## src/rtl/sbus_frame_ctrl.sv

```systemverilog
// sbus_frame_ctrl: SBUS frame receiver (gap sync, 25-byte buffer writes, signal watchdog); define SBUS_ERR_CNT_EN to enable the aborted-frame counter
module sbus_frame_ctrl #(
    parameter int         GAP_CYCLES  = 50000,
    parameter int         WDOG_CYCLES = 1000000,
    parameter logic [7:0] HDR_BYTE    = 8'h0F
) (
    input  logic        clk,
    input  logic        reset,
    input  logic        uart_rx_valid,
    input  logic        uart_rx_fe,
    input  logic        uart_rx_pe,
    input  logic [7:0]  uart_rx_data,
    output logic        byte_we,
    output logic [4:0]  byte_idx,
    output logic [7:0]  byte_data,
    output logic        frame_done,
    output logic        frame_err,
    output logic        frame_lost,
    output logic        failsafe,
    output logic        signal_ok,
    output logic [15:0] err_cnt
);
    localparam int GW = $clog2(GAP_CYCLES + 1);
    localparam int WW = $clog2(WDOG_CYCLES + 1);
    typedef enum logic [1:0] {HUNT, WAIT_HDR, RECV} state_t;
    state_t state, state_n;
    logic [GW-1:0] gap_cnt;
    logic [WW-1:0] wdog_cnt;
    logic [4:0] idx, idx_n;
    logic [7:0] flags;
    logic gap, clean, last, wr, done, err;
    assign gap   = gap_cnt == GW'(GAP_CYCLES);
    assign clean = !uart_rx_fe && !uart_rx_pe;
    assign last  = idx == 5'd24;
    // next state and this cycle's write/accept/abort decision; a received byte always takes priority over the gap
    always_comb begin
        state_n = state;
        idx_n   = 5'd0;
        wr      = 1'b0;
        done    = 1'b0;
        err     = 1'b0;
        case (state)
            HUNT: state_n = (!uart_rx_valid && gap) ? WAIT_HDR : HUNT;
            WAIT_HDR: begin
                if (uart_rx_valid && clean && uart_rx_data == HDR_BYTE) begin
                    wr      = 1'b1;
                    idx_n   = 5'd1;
                    state_n = RECV;
                end else if (uart_rx_valid) begin
                    err     = 1'b1;
                    state_n = HUNT;
                end
            end
            RECV: begin
                if (uart_rx_valid && (!clean || (last && uart_rx_data != 8'h00))) begin
                    err     = 1'b1;
                    state_n = HUNT;
                end else if (uart_rx_valid) begin
                    wr      = 1'b1;
                    done    = last;
                    idx_n   = last ? 5'd0 : idx + 5'd1;
                    state_n = last ? HUNT : RECV;
                end else if (gap) begin
                    err     = 1'b1;
                    state_n = WAIT_HDR;
                end else begin
                    idx_n   = idx;
                end
            end
            default: state_n = HUNT;
        endcase
    end
    // state and frame byte index registers
    always_ff @(posedge clk) begin
        state <= reset ? HUNT : state_n;
        idx   <= reset ? 5'd0 : idx_n;
    end
    // idle counter since the last received byte, saturating at the gap length
    always_ff @(posedge clk) begin
        if (reset || uart_rx_valid)
            gap_cnt <= '0;
        else if (!gap)
            gap_cnt <= gap_cnt + GW'(1);
    end
    // registered buffer write port, frame pulses and the byte-23 flag capture
    always_ff @(posedge clk) begin
        if (reset) begin
            byte_we    <= 1'b0;
            byte_idx   <= 5'd0;
            byte_data  <= 8'h00;
            frame_done <= 1'b0;
            frame_err  <= 1'b0;
            flags      <= 8'h00;
        end else begin
            byte_we    <= wr;
            frame_done <= done;
            frame_err  <= err;
            if (wr) begin
                byte_idx  <= idx;
                byte_data <= uart_rx_data;
            end
            if (wr && idx == 5'd23)
                flags <= uart_rx_data;
        end
    end
    // watchdog: an accepted frame restarts it and loads the flags; expiry drops signal_ok and forces failsafe
    always_ff @(posedge clk) begin
        if (reset) begin
            wdog_cnt   <= '0;
            signal_ok  <= 1'b0;
            failsafe   <= 1'b1;
            frame_lost <= 1'b0;
        end else if (done) begin
            wdog_cnt   <= '0;
            signal_ok  <= 1'b1;
            failsafe   <= flags[3];
            frame_lost <= flags[2];
        end else if (wdog_cnt >= WW'(WDOG_CYCLES - 1)) begin
            wdog_cnt   <= WW'(WDOG_CYCLES);
            signal_ok  <= 1'b0;
            failsafe   <= 1'b1;
        end else begin
            wdog_cnt   <= wdog_cnt + WW'(1);
        end
    end
`ifdef SBUS_ERR_CNT_EN
    // saturating count of aborted frames, cleared only by reset
    always_ff @(posedge clk) begin
        if (reset)
            err_cnt <= 16'h0000;
        else if (err && err_cnt != 16'hFFFF)
            err_cnt <= err_cnt + 16'd1;
    end
`else
    assign err_cnt = 16'h0000;
`endif
endmodule

```

## config.mk

```make
export PLATFORM = sky130hd
export DESIGN_NAME = sbus_frame_ctrl
export DESIGN_NICKNAME = d
export VERILOG_FILES = /design/src/rtl/sbus_frame_ctrl.sv
export SDC_FILE = /design/constraint.sdc
export NUM_CORES = 1
export LEC_CHECK = 0
export ABC_AREA = 1
export CORE_UTILIZATION = 40
export DETAILED_ROUTE_END_ITERATION = 12
export HOLD_SLACK_MARGIN = 0.08
export PLACE_DENSITY_LB_ADDON = 0.1
export SYNTH_ARGS = -nofsm -noshare
export SYNTH_HDL_FRONTEND = slang
export SYNTH_SLANG_ARGS = --single-unit
```

## constraint.sdc

```tcl
create_clock -name clk -period 1.4 [get_ports clk]
set_input_delay 0.14 -clock clk [delete_from_list [all_inputs] [get_ports clk]]
set_output_delay 0.14 -clock clk [all_outputs]
set_load 0.01 [all_outputs]
```

==> results of run 1 <==
## critical path: cells and delay by family (launching register included)
family,cells,cell delay (ns)
DFF,1,0.33
adders and majority gates,1,0.14
buffers and inverters,4,0.34
and+or+nand+nor,6,0.57
## final timing paths
kind                                      start            to  slack, ns
worst max register to register           idx[0]   wdog_cnt[0]      -0.08
worst min-delay path            uart_rx_data[7]  byte_data[7]       0.40
worst max-delay path                     idx[0]   wdog_cnt[0]      -0.08
worst min register to register      wdog_cnt[0]   wdog_cnt[0]       0.45
## metal layers
| metal | GRT usage [%] | wire (µm) | vias up |
|---|---|---|---|
| li1 | - | - | 1678 |
| met1 | 24.9 | 3780 | 1497 |
| met2 | 32.9 | 4150 | 54 |
| met3 | 3.45 | 241 | 18 |
| met4 | 8.72 | 220 | 0 |
| met5 | 0 | 0 | - |
## flip-flops by register name, indices dropped and copies added, names as in the netlist
signal / count
byte_we: 1
flags: 2
gap_cnt: 16
byte_data: 8
frame_err: 1
frame_done: 1
wdog_cnt: 20
byte_idx: 5
idx: 5
failsafe: 1
signal_ok: 1
frame_lost: 1
state: 2
## power by group through the flow
stage	combinational [µW]	clock [µW]	sequential, µW
floorplan	122	0	1880
global placement	179	0	1880
detailed placement	180	0	1880
CTS	185	1630	1840
global route	238	1720	1840
finish	215	1590	1840
## final cells by class
cell class / count / area, µm² / area share, %
multi-input cells: 333 / 2160 / 43.3
flip-flops and latches: 64 / 1310 / 26.4
repair buffers: 109 / 965 / 19.4
inverters: 56 / 223 / 4.47
clock buffers: 10 / 138 / 2.76
well taps: 102 / 128 / 2.56
clock inverters: 6 / 58.8 / 1.18
## metrics by stage
stage	hold WS (ns)	area [µm²]	setup WS, ns
after floorplan	0.283	3430	0.00248
after global placement	0.432	4180	-0.317
after detailed placement	0.440	4180	-0.339
after CTS	0.389	4550	-0.0290
after global routing	0.413	4980	-0.167
final	0.396	4980	-0.0814
## placed cells by master, fill, tap and decap left out, drive strengths merged, types with 2 or more instances in the layout
master and instances:
dlygate4sd2 2, nand4 5, clkbuf 10, nand3 45, nand3b 3, or2 5, xor2 9, conb 16
clkdlybuf4s50 17, o21ai 14, nor2 69, nor3 19, clkinv 7, buf 78, nand2 91, ha 9
dlymetal6s2s 12, o21a 3, a21oi 40, inv 54, a31oi 2, dfxtp 64
## repair_timing
action | in CTS | in global routing
buffers inserted | 4 | 9
gates resized for setup | 37 | 107
cloned | 2 | 1
setup endpoints to repair | 32 | 65
pin swaps | 22 | 30
hold buffers | 0 | 0
## cells by family after synthesis
kind of cell             after synthesis
AO/OA/AOI/OAI                         62
other                                  1
flip-flops                            64
XOR/XNOR                               9
buffers and inverters                 78
AND/OR/NAND/NOR                      235
adder cells (fa/ha/maj)                9
==> out/results.txt, run 1 <==
Net Switching = 866 µW
Mapped Cells = 458
drt wl/cell = 12.3 µm
total grt overflow = 0
largest net degree at the start of global routing = 15
R2R depth = 11
clock power share = 43.6%
Hold Vio Cnt, Final = 0
Startpoint Class = flop
Total Power = 3650 µW
clk root buf = clkbuf_8
crit path kind = reg2reg
Placed Instances = 648
die footprint = 8610 µm²
count of non-filler cells in the finished layout = 680
layout cells sized above 1 = 38.4%
Net Sw Frac = 23.8%
Crit path largest cell delay = 0.33 ns
Worst Path Required = 1.63 ns
Hold Crit Class = in2reg
clock skew = 0.00675 ns
register bit count reported by yosys = 64
vias post-DR = 3247
Synth top area share = 38.9%
drt via density = 4.78
FILL cells = 686
synthesized area = 3300 µm²
largest family of logic cells by synthesized area = simple AND/OR/NAND/NOR gates
final setup fails = 39
Gate power share = 5.9%
fmax = 0.675 GHz
Synth Area in XOR/XNOR = 2.39%
ANT nets after route = 0
CP Cell Sequence = inv_2 > ha_4 > nand3_4 > nor2_4 > buf_6 > buf_6 > nand3_4 > nand2_4 > inv_6 > nand2_4 > nor2_1
CTS tree = done
Die H = 92.8 µm
crit path capture type = flop
Ant. Diodes = 0
Avg Inst Size Synth = 7.20 µm²
CTS Buf Count = 9
Cell Int Power = 2780 µW
post-synthesis simple-gate area fraction = 33.4%
max cap viols = 0
ys async rst share = 0%
post-synthesis adder-cell area fraction = 3.42%
crit path max-delay cell type = dfxtp_2
Initial Util = 42.0%
RSZ-0062 raised after global routing = yes
PD cells = 732 nW/µm²
Synth Area in Compound Gates = 10.4%
Final Util = 63.5%
Synth cell types = 35
Detail Placement HPWL = 5800 µm
clk sink count = 64
multiplexer area fraction after synthesis = 0%
routed wire length = 8400 µm
setup ws final = -0.0814 ns
Critical Path Fanout Max = 6
area delta synth->final = 51.2%
DRC violations left = 0
Clk pin slew, worst setup/hold paths = 0.07 ns
Critical Path AT = 1.71 ns
EDFF count, synth = 0
Final Slew Violations = 0
post-route minimum period = 1.48 ns
Max clock buf depth = 2
status = finished with violations
Core Box Area = 7850 µm²
ys flop type = dfxtp_1
nets@finish = 595
initial antenna violation count = 0
Pleak = 0.00221 µW
share of power burned in registers = 50.5%
synth top area cells = dfxtp_1, nand2_1, nor2_1, nand3_1, inv_1
Buffers on Ports = 31
top-count cell post-synth = nand2_1
Boundary Pins = 48
global placement routability congestion = 0.788
setup_tns = -2.08 ns
1st-iter DRT viols = 126
Peak VDD IR = 0.434 mV
Synth top cells by count = nand2_1, dfxtp_1, nor2_1, inv_1, nand3_1
sequential share of the synthesized area = 38.9%
first-pass GRT wire length = 13600 µm
Skew-Pair Late Insertion Delay = 0.34 ns
Cells on Worst Hold Path = 3
violated checks = negative setup slack
die width = 92.8 µm
FP Rows = 32
Tcrit/Tclk final = 106%
DR pass1 iterations = 4
H-tree depth = 3
GRT Resource Usage Total = 19.8%
Yosys warnings = 0
cell taking the most area after synthesis = dfxtp_1
vias in the first global route = 3088
Power figures use the tool's default switching activity.
==> run 2, diff against run 1 <==
- CORE_UTILIZATION: 40 -> 35
==> run 2 against run 1 <==
  * The run still ends with negative setup slack left
  * Combinational power grew 5%
  * Global-route usage shrank 2.5 points
  * Largest cell class unchanged
  * Core utilization shrank 8.2 points
  * Total power grew 1.7%
  * First-iteration DRC count shrank 48%
  * Via count grew 0.68%
  * Hold slack gained 0.0098 ns
  * Critical endpoint is now signal_ok
  * Clock skew grew 0.0072 ns
  * Wire length grew 2.1%
  * Final cell count grew 2.1%
==> out/results.txt, run 2 (synthesized netlist as in run 1, its figures left out) <==
fmax = 0.680 GHz (+0.75%)
Hold Vio Cnt, Final = 0 (unchanged)
vias post-DR = 3269 (+0.68%)
1st-iter DRT viols = 65 (-48%)
Detail Placement HPWL = 5970 µm (+3.0%)
Buffers on Ports = 31 (unchanged)
commonest non-fill, non-tap cell in the layout = nand2_1
initial antenna violation count = 0 (unchanged)
die footprint = 9810 µm² (+14%)
Max clock buf depth = 2 (unchanged)
metal2 WL = 4250 µm (+2.3%)
clk root buf = clkbuf_8
Initial Util = 35.9% (-6.2 points)
Die H = 99.1 µm (+6.8%)
area delta synth->final = 54.2%
RSZ-0062 raised after global routing = yes
FF+latch area = 1310 µm² (-0.38%)
largest net degree at the start of global routing = 18 (+3)
H-tree depth = 3 (unchanged)
Clk pin slew, worst setup/hold paths = 0.08 ns (about the same)
Worst Path Required = 1.63 ns (about the same)
die width = 99.1 µm (+6.8%)
clk sink count = 64 (unchanged)
first-pass GRT wire length = 13600 µm (-0.21%)
ANT nets after route = 0 (unchanged)
Hold Crit Class = in2reg
drt via density = 4.71 (-1.4%)
nets@finish = 600 (+0.84%)
area of the multi-input gates = 2180 µm² (+0.81%)
violated checks = negative setup slack
drt wl/cell = 12.3 µm (about the same)
Gate power share = 6.1% (+0.2 points)
Peak VDD IR = 0.387 mV (-11%)
Final Util = 55.3% (-8.2 points)
metal3 WL = 274 µm (+14%)
crit path kind = reg2reg
max cap viols = 0 (unchanged)
status = finished with violations
vias in the first global route = 3023 (-2.1%)
PD cells = 730 nW/µm² (-0.29%)
total grt overflow = 0 (unchanged)
clock power share = 44.3% (+0.7 points)
GRT Resource Usage Total = 17.3% (-2.5 points)
Largest register FFs = 20 (unchanged)
Top Registers = wdog_cnt x20, gap_cnt x16, byte_data x8
pre-CTS setup slack = -0.345 ns (-0.00688 ns)
worst hold slack = 0.405 ns (+0.00979 ns)
top sig layer = met4
Hold Buf Count CTS = 0 (unchanged)
Tcrit/Tclk final = 105% (-0.79 points)
final setup fails = 37 (-5.1%)
share of power burned in registers = 49.6% (-0.9 points)
Boundary Pins = 48 (unchanged)
Critical Path AT = 1.70 ns (about the same)
Ant. Diodes = 0 (unchanged)
routed wire length = 8570 µm (+2.1%)
Net Switching = 866 µW (about the same)
CTS tree = done
Startpoint Class = flop
Skew-Pair Late Insertion Delay = 0.34 ns (about the same)
CTS Buf Count = 9 (unchanged)
global placement routability congestion = 0.782 (-0.76%)
FP Rows = 35 (+9.4%)
FILL cells = 871 (+27%)
Core Box Area = 9200 µm² (+17%)
crit path capture type = flop
layout cells sized above 1 = 37.9% (-0.50 points)
setup ws final = -0.0703 ns (+0.0110 ns)
Pleak = 0.00228 µW (+3.4%)
clock skew = 0.0140 ns (+0.00724 ns)
Critical Path Fanout Max = 7 (+1)
Final Slew Violations = 0 (unchanged)
DR pass1 iterations = 5 (+1)
DRC violations left = 0 (unchanged)
Cell Int Power = 2840 µW (+2.3%)
routed length on met1 = 3980 µm (+5.2%)
Net Sw Frac = 23.4% (-0.40 points)
post-route minimum period = 1.47 ns (-0.0110 ns)
most flop-heavy register = wdog_cnt
most frequent cells in the layout = nand2_1, buf_4, nor2_1
[run 2: cell count changes in the layout (fill, tap and decap cells not counted), sizes merged, moves of 2 or more]
cell / before / now
clkinvlp: 0 / 2
buf: 78 / 82
clkinv: 7 / 4
clkbuf: 10 / 12
dlymetal6s2s: 12 / 14
[run 2: area by class of cell]
| cell class | count | area share (%) |
|---|---|---|
| Inverter | 56 | 4.33 |
| Sequential cell | 64 | 25.7 |
| Clock inverter | 5 | 1.08 |
| Multi-Input combinational cell | 333 | 42.8 |
| Tap cell | 111 | 2.73 |
| Timing Repair Buffer | 114 | 20.3 |
| Clock buffer | 11 | 2.98 |
[run 2: power groups by stage]
| stage | Sequential (µW) | Clock [µW] | Combinational (µW) |
|---|---|---|---|
| floorplan | 1880 | 0 | 122 |
| global placement | 1880 | 0 | 186 |
| detailed placement | 1880 | 0 | 187 |
| CTS | 1840 | 1710 | 197 |
| global route | 1840 | 1790 | 248 |
| finish | 1840 | 1640 | 226 |
[run 2: metal layers]
layer	up-vias	track usage (%)
met5	-	0
met4	0	4.30
li1	1701	-
met2	51	29.3
met1	1511	22.1
met3	6	4.26
[run 2: timing repair]
action,in CTS,in global routing
setup buffers,3,12
cloned,0,3
pin swaps,10,19
resized for setup,38,105
endpoints found under the setup margin,49,69
[run 2: path summary, 6_finish.rpt]
path,cells after the start,to,from,slack (ns)
worst max register to register,9,signal_ok,wdog_cnt[1],-0.07
worst min-delay path,3,byte_data[7],uart_rx_data[7],0.41
worst min register to register,1,wdog_cnt[0],wdog_cnt[0],0.45
worst max-delay path,9,signal_ok,wdog_cnt[1],-0.07
[run 2: worst max-delay path: stages, from the launching register on]
cell and delay, ns:
dfxtp_2 0.36, ha_4 0.15, nand2_4 0.06, nor3_4 0.20, nand2_1 0.10, nor2_2 0.16, nor2_4 0.10, buf_4 0.14
nand3_2 0.04, nand2_1 0.04
[run 2: metrics by stage]
stage                     power, µW  setup TNS [ns]  cell area (µm²)  instances
after global placement         2070          -12.45             4210        660
after global routing           3870           -5.09             5080        694
after detailed placement       2070          -12.89             4210        660
final                          3710           -1.29             5080        694
after CTS                      3750          -0.566             4590        679
after floorplan                2000               0             3430        473
